File: config.mk
export PLATFORM = sky130hd
export DESIGN_NAME = plab2_proc_mul_arbiter
export DESIGN_NICKNAME = d
export VERILOG_FILES = /design/src/rtl/plab2_proc_mul_arbiter_pkg.sv /design/src/rtl/plab2_proc_mul_arbiter_rrgrant2.sv /design/src/rtl/plab2_proc_mul_arbiter.sv
export SDC_FILE = /design/constraint.sdc
export NUM_CORES = 1
export LEC_CHECK = 0
export ABC_CLOCK_PERIOD_IN_PS = 2200
export BUFFER_PORTS_ARGS = -buffer_cell sky130_fd_sc_hd__buf_4
export CAP_MARGIN = 10
export CORE_AREA = 10 10 114 116
export DETAILED_ROUTE_END_ITERATION = 7
export DIE_AREA = 0 0 124 126
export SYNTH_ARGS = -nofsm -noshare
export SYNTH_HDL_FRONTEND = slang
export SYNTH_SLANG_ARGS = --single-unit
File: constraint.sdc
create_clock -name clk -period 2.2 [get_ports clk]
set_input_delay 0.11 -clock clk [delete_from_list [all_inputs] [get_ports clk]]
set_output_delay 0.11 -clock clk [all_outputs]
set_load 0.005 [all_outputs]
File: src/rtl/plab2_proc_mul_arbiter_pkg.sv
// Shared definitions for the two-requester multiplier arbiter.
package plab2_proc_mul_arbiter_pkg;

   // Muldiv request message: {func[2:0], a[31:0], b[31:0]}
   localparam int unsigned PLAB1_IMUL_MULDIV_REQ_MSG_NBITS = 3 + 32 + 32;

   typedef enum logic {
      ARB_IDLE = 1'b0,
      ARB_BUSY = 1'b1
   } arb_state_t;

endpackage

File: src/rtl/plab2_proc_mul_arbiter_rrgrant2.sv
// Two-input round-robin picker used by the multiplier arbiter.
module plab2_proc_RRGrant2
   import plab2_proc_mul_arbiter_pkg::*;
(
   input  logic [1:0] vals,
   input  logic       last_grant,
   output logic       grant,
   output logic       any
);

   // A lone valid requester wins; on contention the one not served last wins.
   always_comb begin
      any   = |vals;
      grant = last_grant;
      case (vals)
         2'b01:   grant = 1'b0;
         2'b10:   grant = 1'b1;
         2'b11:   grant = ~last_grant;
         default: grant = last_grant;
      endcase
   end

endmodule

File: src/rtl/plab2_proc_mul_arbiter.sv
// Shares one variable-latency multiplier between two requesters, one
// transaction in flight, with round-robin or fixed time-division issue.
module plab2_proc_mul_arbiter
   import plab2_proc_mul_arbiter_pkg::*;
#(
   parameter int unsigned p_req_nbits   = PLAB1_IMUL_MULDIV_REQ_MSG_NBITS,
   parameter int unsigned p_resp_nbits  = 32,
   parameter bit          p_tdm         = 1'b0,
   parameter int unsigned p_slot_cycles = 40
)(
   input  logic                    clk,
   input  logic                    reset,

   input  logic                    req0_val,
   output logic                    req0_rdy,
   input  logic [p_req_nbits-1:0]  req0_msg,
   input  logic                    req0_domain,

   input  logic                    req1_val,
   output logic                    req1_rdy,
   input  logic [p_req_nbits-1:0]  req1_msg,
   input  logic                    req1_domain,

   output logic                    resp0_val,
   input  logic                    resp0_rdy,
   output logic [p_resp_nbits-1:0] resp0_msg,

   output logic                    resp1_val,
   input  logic                    resp1_rdy,
   output logic [p_resp_nbits-1:0] resp1_msg,

   output logic                    mul_req_val,
   input  logic                    mul_req_rdy,
   output logic [p_req_nbits-1:0]  mul_req_msg,
   output logic                    mul_domain,

   input  logic                    mul_resp_val,
   output logic                    mul_resp_rdy,
   input  logic [p_resp_nbits-1:0] mul_resp_msg,

   output logic                    slot_err
);

   localparam int unsigned       SLOT_W    = (p_slot_cycles > 1) ? $clog2(p_slot_cycles) : 1;
   localparam logic [SLOT_W-1:0] SLOT_LAST = SLOT_W'(p_slot_cycles - 1);

   arb_state_t             state, state_next;
   logic                   last_grant;
   logic                   owner;
   logic                   owner_domain;
   logic [SLOT_W-1:0]      slot_cnt;
   logic                   slot_owner;

   logic                   rr_grant;
   logic                   rr_any;
   logic                   grant;
   logic                   g_val;
   logic                   g_domain;
   logic [p_req_nbits-1:0] g_msg;
   logic                   issue_ok;
   logic                   req_fire;
   logic                   resp_fire;

   plab2_proc_RRGrant2 rr_pick (
      .vals       ({req1_val, req0_val}),
      .last_grant (last_grant),
      .grant      (rr_grant),
      .any        (rr_any)
   );

   // Select the candidate requester and whether this cycle may issue.
   always_comb begin
      grant    = p_tdm ? slot_owner : rr_grant;
      g_val    = p_tdm ? (grant ? req1_val : req0_val) : rr_any;
      g_msg    = grant ? req1_msg : req0_msg;
      g_domain = grant ? req1_domain : req0_domain;
      issue_ok = !p_tdm || (slot_cnt == '0);
   end

   // Response data fans out to both requesters; only valid is steered.
   always_comb begin
      resp0_msg = mul_resp_msg;
      resp1_msg = mul_resp_msg;
   end

   // FSM next state and handshake steering; reset forces every val/rdy low.
   always_comb begin
      state_next   = state;
      req0_rdy     = 1'b0;
      req1_rdy     = 1'b0;
      mul_req_val  = 1'b0;
      mul_req_msg  = g_msg;
      mul_domain   = g_domain;
      resp0_val    = 1'b0;
      resp1_val    = 1'b0;
      mul_resp_rdy = 1'b0;
      req_fire     = 1'b0;
      resp_fire    = 1'b0;

      unique case (state)
         ARB_IDLE: begin
            mul_req_val = g_val && issue_ok;
            if (grant) req1_rdy = mul_req_rdy && issue_ok;
            else       req0_rdy = mul_req_rdy && issue_ok;
            req_fire = mul_req_val && mul_req_rdy;
            if (req_fire) state_next = ARB_BUSY;
         end
         ARB_BUSY: begin
            mul_domain = owner_domain;
            if (owner) begin
               resp1_val    = mul_resp_val;
               mul_resp_rdy = resp1_rdy;
            end else begin
               resp0_val    = mul_resp_val;
               mul_resp_rdy = resp0_rdy;
            end
            resp_fire = mul_resp_val && mul_resp_rdy;
            if (resp_fire) state_next = ARB_IDLE;
         end
         default: state_next = ARB_IDLE;
      endcase

      if (reset) begin
         req0_rdy     = 1'b0;
         req1_rdy     = 1'b0;
         mul_req_val  = 1'b0;
         resp0_val    = 1'b0;
         resp1_val    = 1'b0;
         mul_resp_rdy = 1'b0;
         req_fire     = 1'b0;
         resp_fire    = 1'b0;
      end
   end

   // State register plus owner capture on issue and round-robin history on completion.
   always_ff @(posedge clk or posedge reset) begin
      if (reset) begin
         state        <= ARB_IDLE;
         last_grant   <= 1'b1;
         owner        <= 1'b0;
         owner_domain <= 1'b0;
      end else begin
         state <= state_next;
         if (req_fire) begin
            owner        <= grant;
            owner_domain <= g_domain;
         end
         if (resp_fire) last_grant <= owner;
      end
   end

   // Free-running TDM slot counter; a transaction still in flight at slot end is flagged.
   always_ff @(posedge clk or posedge reset) begin
      if (reset) begin
         slot_cnt   <= '0;
         slot_owner <= 1'b0;
         slot_err   <= 1'b0;
      end else if (p_tdm) begin
         if (slot_cnt == SLOT_LAST) begin
            slot_cnt   <= '0;
            slot_owner <= ~slot_owner;
            if (state == ARB_BUSY) slot_err <= 1'b1;
         end else begin
            slot_cnt <= slot_cnt + 1'b1;
         end
      end
   end

endmodule

# Yosys cells after proc, flatten, opt, wreduce, memory -nomap -nowiden
# Cells that the tools add are included.
dict set report word_totals {
  reg_bits 4
  out_inout_bits 139
  word_cells 41
}
dict set report classes {
  n_eq_ne 3
  mux 29
  n_bitwise 2
  reduce_logical 3
}
# op count
set ops {}
lappend ops {{$mux 67} 1}
lappend ops {{$mux 1} 26}
lappend ops {{$eq 2x2->1 const B} 2}
lappend ops {{$pmux 1 s3} 1}
lappend ops {{$eq 2x1->1 const B} 1}
lappend ops {{$logic_and 1x1->1} 2}
lappend ops {{$not 1->1} 2}
lappend ops {{$pmux 1 s2} 1}
lappend ops {{$reduce_or 2->1} 1}

# Depth between registers and ports, before layout
dict set report logic_depth {
  ltp_word 5
  ltp_mapped 5
  ltp_nobuf 3
}

# Hierarchy
# A second synthesis with hierarchy kept.
dict set report hier_totals {
  hier_cells 170
  hier_area_um2 1574.0
}
# mod n_inst cells_each area_each_um2 seq_area_each_um2
set modules_own_cells {}
lappend modules_own_cells {plab2_proc_mul_arbiter 1 167 1554.0 101.3}
lappend modules_own_cells {plab2_proc_RRGrant2 1 3 20.0 0.0}

# Least setup slack after synthesis
# No wires, ideal clock.
dict set report synth_path {
  path_type {register to output}
  startpoint {reg last_grant}
  endpoint {out mul_req_msg[58]}
  arrival_time_ns 1.310
  required_ns 2.090
  slack_ns 0.780
  path_stages_with_launch 6
  path_buffers 2
  path_cell_list {dfstp_2 nand2_1 nand2_4 buf_8 buf_12 mux2_4}
}
dict set report synth_between {
  elab_chain_cells 3
}
# item line_no
set synth_lines {}
lappend synth_lines {{start, declared} plab2_proc_mul_arbiter.sv:48} ;# logic last_grant;
lappend synth_lines {{start signal, assigned} plab2_proc_mul_arbiter.sv:148} ;# if (resp_fire) last_grant <= owner;
lappend synth_lines {{$not 1->1} plab2_proc_mul_arbiter_rrgrant2.sv:18} ;# 2'b11: grant = ~last_grant;
lappend synth_lines {{$pmux 1 s3 (*)} plab2_proc_mul_arbiter_rrgrant2.sv:15} ;# case (vals)
lappend synth_lines {{$mux 67 (*)} plab2_proc_mul_arbiter.sv:75} ;# g_msg = grant ? req1_msg : req0_msg;
lappend synth_lines {{end, declared} plab2_proc_mul_arbiter.sv:34} ;# output logic [p_req_nbits-1:0] mul_req_msg,
# Every way passes the cells marked *; elsewhere a longest branch is shown, timed or not.

# Worst setup path after layout
dict set report layout_path {
  startpoint {reg last_grant}
  endpoint {out mul_req_msg[45]}
}
# Same word-level chain as after synthesis.

==> impl_metrics.py <==
metrics = {
    "clocking": {
        "clk_latency_ps": 210,
        "cts_made_buffers": 3,
        "cts.sinks": 4,
        "clk_path_buf_depth": 2,
        "htree_levels": 1,
        "clockRootBuffer": "clkbuf_8",
        "tritoncts": "built",
        "clk_pin_slew_ps": 30,
    },
    "sta": {
        "hold_viol": 0,
        "finClkSkew_ps": 3.15,
        "tns_ps": 0,
        "finalSetupViolCount": 0,
        "period_share": 0.850,
        "min_period_ps": 1870,
        "finalMaxSlewViolations": 0,
        "max_freq_ghz": 0.535,
        "rsz0062_at_grt": "no",
        "whs_ps": 107,
    },
    "detailed_routing": {
        "drt_first_pass_iters": 4,
        "topRoutingLayerUsed": "met4",
        "vias_per_cell": 3.83,
        "wl_met1_um": 2400,
        "dr_wl_met3_um": 1510,
        "route.detailed.drc": 0,
        "totalWireLength_um": 8140,
        "routedWlPerCell_um": 17.5,
        "drt_iter0_markers": 18,
        "drtAntennaViolNets": 0,
        "met2_length_um": 4120,
        "dr_total_vias": 1784,
    },
    "cells_and_area": {
        "antenna_cells": 0,
        "fin_area_mm2": 0.00297,
        "fill_cells": 1116,
        "multi_input_area_um2": 952,
        "area_delta_synth_final_pct": 82.2,
        "nets": 503,
        "utilization": 0.277,
        "regArea_um2": 101,
        "instances_no_fill": 466,
        "drive_above_1_share": 0.902,
    },
    "worst_hold_path": {
        "min_from": "mul_resp_val",
        "hold_class": "in -> reg",
        "whs_path_depth": 2,
        "min_to": "state",
    },
    "yosys": {
        "yosys-top-cells-area": "mux2_2, buf_4, mux2_4, dfrtp_1, dfstp_2",
        "seq_area_frac_synth": 0.0622,
        "synth_top_area_share": 0.408,
        "post-synth-top-count-cell": "buf_4",
        "synth_area_mm2": 0.00163,
        "synthArstFlopShare": 1.00,
        "postSynthAreaPerCell_um2": 9.36,
        "ys.flop_type": "dfrtp_1",
        "synth.distinct_cells": 25,
        "yosys-top-cells-count": "buf_4, mux2_2, mux2_4, nor2_1, inv_1",
        "ys_warn_count": 1,
        "synth_edf_count": 0,
        "synth_area_leader_cell": "mux2_2",
        "ys_seq_elements": 4,
        "syn_inst": 174,
        "syn_nets": 350,
    },
    "global_routing": {
        "grt_start_max_net_pins": 38,
        "grt_use_total": 0.0891,
        "gr-total-overflow": 0,
        "grt_pass1_wl_um": 11200,
        "grt_antenna_before_repair": 0,
        "grt_pass1_vias": 2085,
    },
    "worst_setup_path": {
        "r2r_slack_ps": 870,
        "crit_family": "flip-flops",
        "cp_slowest_cell": "dfstp_2",
        "crit_chain": "nand2_1 -> nand2_4 -> buf_12 -> mux2_2 -> buf_4",
        "regToRegStartpoint": "state",
        "crit_path_start_kind": "flip-flop",
        "worstSetupPathType": "reg -> out",
        "crit_path_max_incr_delay_ps": 530,
        "arrival_ps": 1760,
        "rr_worst_depth": 3,
        "critical_path_buf_inv_count": 2,
        "r2r-end": "owner",
        "required_ps": 2090,
        "end_kind": "output pin",
        "crit_start": "last_grant",
        "path_max_fanout": 37,
    },
    "floorplanning": {
        "design.core.area_mm2": 0.0107,
        "ios": 315,
        "die_area_mm2": 0.0156,
        "die_h_um": 126,
        "die_w_um": 124,
        "start_util": 0.152,
        "rows": 38,
    },
    "power_and_ir_drop": {
        "p_clk_frac": 0.081,
        "pwr-share-seq": 0.074,
        "combPwrFrac": 0.844,
        "p_leak_nw": 1.51,
        "internal_power_mw": 1.30,
        "netSwitchingFraction": 0.343,
        "p_sw_mw": 0.681,
        "powerDensity_mw_per_mm2": 669,
        "ir_drop_uv": 267,
    },
    "place": {
        "dp_hpwl_um": 7540,
        "port_buffers": 217,
        "gp_congestion": 0.819,
        "placed_area_mm2": 0.00291,
        "dp.cells": 461,
    },
    "job": {
        "max-cap-violations": 0,
    },
    "status": {
        "status": "finished, final reports clean",
    },
}
## metrics by stage
stage               power (mW)  setup WS [ps]
floorplan                 1.13            780
global placement          1.84            590
detailed placement        1.86            546
CTS                       2.03            326
global route              2.15            259
finish                    1.98            330
## flip-flops by register name (all words and copies together) (netlist names)
name and flops:
last_grant 1, owner 1, state 1, owner_domain 1
## cells by family (layout without fill, tap and decap cells)
kind of cell           count (synthesis)  after routing  synth area share
buffers and inverters                 76            228             0.353
multiplexers                          69             69             0.494
AND/OR/NAND/NOR                       15             15            0.0515
AO/OA/AOI/OAI                          9              9            0.0369
flip-flops                             4              4            0.0622
other                                  1              1           0.00230
## worst max-delay path by stage
stage,endpoint,slack (ps),cells past startpoint
after floorplan,mul_req_msg[58],780,5
after global placement,mul_req_msg[7],590,5
after detailed placement,mul_req_msg[1],550,5
after CTS,mul_req_msg[1],330,5
after global routing,mul_req_msg[45],260,5
final,mul_req_msg[45],330,5
## placed cells by master (no fill, tap or decap)
| cell type | n |
|---|---|
| a31oi_1 | 3 |
| buf_4 | 217 |
| dlygate4sd3_1 | 1 |
| buf_12 | 2 |
| dfstp_2 | 1 |
| mux2_2 | 59 |
| inv_1 | 4 |
| nand3b_1 | 1 |
| mux2i_1 | 2 |
| nand3_1 | 1 |
| mux2_4 | 8 |
| nand2_1 | 1 |
| o21ai_0 | 1 |
| o31ai_1 | 1 |
| dfrtp_1 | 3 |
| nand2_4 | 1 |
| a21bo_2 | 1 |
| clkbuf_1 | 1 |
| or2_4 | 1 |
| a21oi_1 | 2 |
| conb_1 | 1 |
| a41oi_1 | 1 |
| nor3_1 | 2 |
| or2_2 | 1 |
| clkbuf_8 | 3 |
| nor2_1 | 6 |
| or3b_1 | 1 |
## power groups by stage
stage,combinational (mW),clock [mW],sequential [mW]
global route,1.82,0.172,0.150
CTS,1.72,0.167,0.146
floorplan,0.989,0,0.138
global placement,1.70,0,0.144
finish,1.68,0.161,0.147
detailed placement,1.71,0,0.146
## timing repair
| action | 4_1_cts | 5_1_grt |
|---|---|---|
| gates resized for setup | 0 | 0 |
| buffers inserted | 0 | 0 |
| hold buffers | 1 | 0 |
| hold endpoints to repair | 3 | 0 |
## final cells by class
class                   count  area share
inverters                   4     0.00506
repair buffers            220       0.566
multi-input cells          94       0.321
flip-flops and latches      4      0.0341
well taps                 140      0.0590
clock buffers               4      0.0152
## metal layers
metal | GRT usage | vias to the layer above
met1 | 0.0745 | 769
met2 | 0.166 | 164
li1 | - | 839
met5 | 0 | -
met4 | 0.0210 | 0
met3 | 0.0608 | 12
Power figures use the tool's default switching activity.
